### config.mk
export PLATFORM = sky130hd
export DESIGN_NAME = pipe_reg_chain
export DESIGN_NICKNAME = d
export VERILOG_FILES = /design/src/rtl/pipe_pkg.sv /design/src/rtl/pipe_stage.sv /design/src/rtl/pipe_reg_chain.sv
export SDC_FILE = /design/constraint.sdc
export NUM_CORES = 1
export LEC_CHECK = 0
export CAP_MARGIN = 20
export CELL_PAD_IN_SITES_DETAIL_PLACEMENT = 0
export CELL_PAD_IN_SITES_GLOBAL_PLACEMENT = 1
export CORE_MARGIN = 2
export CORE_UTILIZATION = 43
export CTS_CLUSTER_SIZE = 24
export DETAILED_ROUTE_END_ITERATION = 10
export HOLD_SLACK_MARGIN = 0.12
export PLACE_DENSITY = 0.95
export SYNTH_ARGS = -nofsm -noshare
export SYNTH_HDL_FRONTEND = slang
export SYNTH_SLANG_ARGS = --single-unit
### constraint.sdc
create_clock -name clk -period 6.29 [get_ports clk]
set_input_delay 1.258 -clock clk [delete_from_list [all_inputs] [get_ports clk]]
set_output_delay 1.258 -clock clk [all_outputs]
set_load 0.005 [all_outputs]
### src/rtl/pipe_pkg.sv
// pipe_pkg: shared helpers for the elastic pipeline register chain
package pipe_pkg;
  function automatic int OCC_W(input int depth);
    return $clog2(depth + 1);
  endfunction
endpackage

### src/rtl/pipe_stage.sv
// pipe_stage: one valid-tagged register stage that stalls in place and fills bubbles
module pipe_stage #(
  parameter int WIDTH = 64,
  parameter logic [WIDTH-1:0] RESET_VAL = '0
) (
  input  logic             clk,
  input  logic             reset,
  input  logic             flush,
  input  logic             up_valid,
  input  logic [WIDTH-1:0] up_data,
  input  logic             dn_ready,
  output logic             rdy,
  output logic             v,
  output logic [WIDTH-1:0] data
);
  assign rdy = !v || dn_ready;
  always_ff @(posedge clk) begin
    if (reset || flush) begin
      v    <= 1'b0;
      data <= RESET_VAL;
    end else if (rdy) begin
      v <= up_valid;
      if (up_valid) data <= up_data;
    end
  end
endmodule

### src/rtl/pipe_reg_chain.sv
// pipe_reg_chain: DEPTH-stage elastic pipeline register with backpressure, bubble fill and flush
module pipe_reg_chain
  import pipe_pkg::*;
#(
  parameter int WIDTH = 64,
  parameter int DEPTH = 3,
  parameter logic [WIDTH-1:0] RESET_VAL = '0
) (
  input  logic                      clk,
  input  logic                      reset,
  input  logic                      flush,
  input  logic                      in_valid,
  output logic                      in_ready,
  input  logic [WIDTH-1:0]          d,
  output logic                      out_valid,
  input  logic                      out_ready,
  output logic [WIDTH-1:0]          q,
  output logic [OCC_W(DEPTH)-1:0]   occupancy
);
  localparam int OW = OCC_W(DEPTH);
  logic [DEPTH:0]            rdy;
  logic [DEPTH:0]            vc;
  logic [DEPTH:0][WIDTH-1:0] dc;
  logic                      in_xfer;
  logic                      out_xfer;
  // index 0 is the upstream port, index i+1 is stage i
  assign rdy[DEPTH] = out_ready;
  assign vc[0]      = in_valid;
  assign dc[0]      = d;
  for (genvar i = 0; i < DEPTH; i++) begin : g_stage
    pipe_stage #(.WIDTH(WIDTH), .RESET_VAL(RESET_VAL)) u_stage (
      .clk      (clk),
      .reset    (reset),
      .flush    (flush),
      .up_valid (vc[i]),
      .up_data  (dc[i]),
      .dn_ready (rdy[i+1]),
      .rdy      (rdy[i]),
      .v        (vc[i+1]),
      .data     (dc[i+1])
    );
  end
  assign in_ready  = rdy[0] && !flush && !reset;
  assign out_valid = vc[DEPTH] && !flush && !reset;
  assign q         = dc[DEPTH];
  assign in_xfer   = in_valid && in_ready;
  assign out_xfer  = out_valid && out_ready;
  always_ff @(posedge clk) begin
    if (reset || flush) occupancy <= '0;
    else occupancy <= occupancy + OW'(in_xfer) - OW'(out_xfer);
  end
endmodule

== Yosys cells after proc, flatten, opt, wreduce, memory -nomap -nowiden ==
Cells that the tools add are included.

* Register bits after elaboration: 197
* Input bits: 69
* Output and inout bits: 68
* Word-level logic and storage cells: 27

* Add/sub/neg operators: 2
* Reductions and logical operators: 18

{| class="wikitable"
|+ Operator list
! cell !! count
|-
| logical AND 1 bit || 6
|-
| AND reduction 2 bit || 3
|-
| zero test 1 bit || 5
|-
| logical OR 1 bit || 4
|-
| adder 2 x 1 -> 2 bit || 1
|-
| subtractor 2 x 1 -> 2 bit || 1
|}

== Longest topological paths before layout ==
* Depth after elaboration: 9
* Mapped depth: 11
* Gate-level depth less buffers: 9

== By module ==
A second synthesis with hierarchy kept.

* Cell total of the unflattened synthesis: 904
* Area total of the unflattened synthesis: 8351.8 sq um

{| class="wikitable"
|+ By module, submodules not included
! module !! times used !! cells an instance !! area each (sq um) !! seq. area each (sq um)
|-
| pipe_stage || 3 || 297 || 2738.9 || 1301.2
|-
| pipe_reg_chain || 1 || 13 || 135.1 || 40.0
|}

== Worst setup path after synthesis ==
Ideal clock, no wire load.

* Path kind: input to output
* Start point: input flush
* End point: output out_valid
* Data arrival time: 1973 ps
* Required time: 5032 ps
* Setup slack: 3059 ps
* Cell stages on the path: 4
* Path buffers: 2
* Cells stage by stage: nor2_4 > buf_4 > clkbuf_1 > and2_1

* Longest elaborated chain between the ends: 3

{| class="wikitable"
|+ RTL lines
! element !! RTL line !! text
|-
| start: declaration || pipe_reg_chain.sv:11 || <nowiki>input logic flush,</nowiki>
|-
| zero test 1 bit || pipe_reg_chain.sv:44 || <nowiki>assign out_valid = vc[DEPTH] && !flush && !reset;</nowiki>
|-
| logical AND 1 bit (2 in a row) || pipe_reg_chain.sv:44 ||
|-
| end: declaration || pipe_reg_chain.sv:15 || <nowiki>output logic out_valid,</nowiki>
|}

Every way passes these cells.

== Final worst setup path ==
* Start point: input flush
* End point: output in_ready

* Longest elaborated chain between the ends: 3

{| class="wikitable"
|+ RTL lines
! element !! RTL line !! text
|-
| zero test 1 bit || pipe_reg_chain.sv:43 || <nowiki>assign in_ready = rdy[0] && !flush && !reset;</nowiki>
|-
| logical AND 1 bit (2 in a row) || pipe_reg_chain.sv:43 ||
|-
| end: declaration || pipe_reg_chain.sv:13 || <nowiki>output logic in_ready,</nowiki>
|}

Every way passes these cells.

==> flow_summary.yaml <==
layout:
  fin_util_pct: 51.05
  final_common_cell: "dfxtp_1"
  nFillCells: 1743
  drive_gt1_share_pct: 4.940
  antenna_cells: 0
  nets: 969
  final_cell_mix: "dfxtp_1 (196), nand2_1 (193), clkdlybuf4s50_1 (136), mux2i_1 (128), a21oi_1 (67)"
  area_delta_synth_final_pct: 17.33
sta:
  post-route-period-util_pct: 63.16
  whs_ps: 458.6
  fin_crit_ps: 3972
  clock_skew_ps: 10.95
  setup_tns_ps: 0
  rsz0062_at_grt: "no"
  slew_viol_final: 0
  fmax_mhz: 251.7
  worst_pin_slew_ps: 817.6
  hold_violations: 0
  finalWorstSetupSlack_ps: 2318
  slew_headroom_pct: 45.49
  setup_viol: 0
route:
  ant_nets: 0
  postRouteWirelength_mm: 16.77
  drcViolationCount: 0
  first_pass_iters: 4
  drt-initial-drc-count: 330
  vias: 5657
  routedWlPerCell_um: 14.64
  viasPerCell: 4.941
worst_hold_path:
  min_path_type: "reg -> reg"
clock_tree:
  cts.sinks: 197
  ctsHoldBuffers: 0
  clkTransAtPathRegs_ps: 60
  cts-buffers-inserted: 17
  htree_levels: 4
  cts_tree: "yes"
  cts_buffer_depth: 2
  clkLatencyLatePin_ps: 420
  post_cts_buffers: 0
  cts.repair.resized: 0
  clock-root-buffer: "clkbuf_16"
placed_design:
  dpl.hpwl_mm: 9.810
  finalWeightedCongestion: 0.7367
  io_buffers: 136
  pre_cts_ws_ps: 2269
grt:
  grt_max_degree: 191
  grt_pass1_vias: 5345
  gr-total-overflow: 0
  grt_usage_pct: 16.92
  grt_first_pass_wirelength_mm: 26.95
  antenna_found_initial: 0
critical_path:
  crit_buf_inv: 2
  arrival_ps: 2710
  cpPeakStageDelay_ps: 520
  cp_max_fo: 2
  cp-start-kind: "primary input"
  path_delay_family: "buffers and inverters"
  cp.required_ps: 5030
  path_cells: "clkdlybuf4s50_1 > or2_2 > a31oi_1 > clkdlybuf4s50_1"
  slowest_stage: "clkdlybuf4s50_1"
  end_kind: "primary output"
  critPathKind: "in -> out"
  crit_top_cell: "clkdlybuf4s50_1"
synthesis:
  synthCells: 869
  syn_nets: 940
  syn_area_um2: 8058
  yosysSeqAreaShare_pct: 48.94
  yosys.area.top_type: "dfxtp_1"
  synth_cell_types: 29
  yosysTopAreaCellShare_pct: 48.94
  synth-seq-cells: 197
  syn-mean-instance-area_um2: 9.272
  synthTopCellsByArea: "dfxtp_1 (49%), mux2i_1 (16%), nand2_1 (9.0%)"
  ys_warn_count: 0
floorplanning:
  io_pins: 137
  fp.dieW_um: 140.9
  initial_core_util_pct: 43.51
  fp.dieH_um: 140.9
  dieArea_um2: 19850
  core_um2: 18520
  rows: 50
status:
  status: "completed"
power:
  power_density_nw_per_um2: 264.2
  irDropWorstVdd_mv: 0.1646
  p_leak_uw: 0.003682
job:
  drv_cap: 0
## synth_stat cells, drive strengths merged
library cell  count
dfxtp           197
nand2           193
mux2i           128
buf             102
a21oi            67
nand3            65
o21ai            65
clkbuf           34
inv               3
nor2              3
a31oi             2
and2              2
ha                2
and2b             1
and3              1
nand2b            1
or2               1
xnor2             1
xor2              1
## metal layers
metal / vias to the layer above / GRT usage (%) / share of wire (%)
li1: 2902 / - / -
met1: 2634 / 21.53 / 47
met2: 100 / 28.14 / 48
met3: 21 / 3.023 / 2.8
met4: 0 / 7.632 / 2.3
met5: - / 0 / 0
## final cells by class
cell class                      count  area [um2]  area share, %
Clock buffer                       24       471.7          4.989
Clock inverter                      8       123.9          1.310
Inverter                            3       11.26         0.1191
Multi-Input combinational cell    533        3136          33.17
Sequential cell                   197        3945          41.73
Tap cell                          234       292.8          3.097
Timing Repair Buffer              146        1474          15.59
## worst register-to-register path: stages, from the launching register on
cell and delay [ps]:
dfxtp_1 340, and2b_4 190, buf_4 340, a31oi_4 270, buf_4 410, buf_4 680, mux2i_1 290
## power breakdown
group          switching, uW  internal [uW]  total (uW)  leakage, uW
registers               5.39           1260        1270      0.00159
logic                   70.4           67.8         138      0.00180
clock network            444            648        1090     0.000284
## registers in the layout, indices dropped and copies added, names as in the netlist
name and flops:
g_stage.u_stage.v 3, occupancy 2, g_stage.u_stage.data 192
## per-stage QoR
stage / power, uW / std cells / cell area (um2)
after floorplan: 1382 / 869 / 8058
after global placement: 1433 / 1111 / 8818
after detailed placement: 1434 / 1111 / 8818
after CTS: 2520 / 1143 / 9414
after global routing: 2587 / 1145 / 9454
final: 2498 / 1145 / 9454
## path summary, 6_finish.rpt
check                                endpoint                        start  cells past startpoint  slack, ps
hold reg to reg   g_stage[1].u_stage.data[19]  g_stage[1].u_stage.data[19]                      2        460
setup / recovery                     in_ready                        flush                      4       2320
hold / removal    g_stage[1].u_stage.data[19]  g_stage[1].u_stage.data[19]                      2        460
setup reg to reg  g_stage[0].u_stage.data[18]         g_stage[2].u_stage.v                      6       3690
## kinds of logic after synthesis
family	after synthesis	synth area share [%]
muxes	128	15.90
DFF	197	48.94
adders and majority gates	2	0.3105
AOI/OAI and AO/OA	134	8.680
buffers and inverters	139	12.17
and+or+nand+nor	267	13.77
xor gates and xnor gates	2	0.2174
Note: power is estimated with default switching activity, not from simulation.
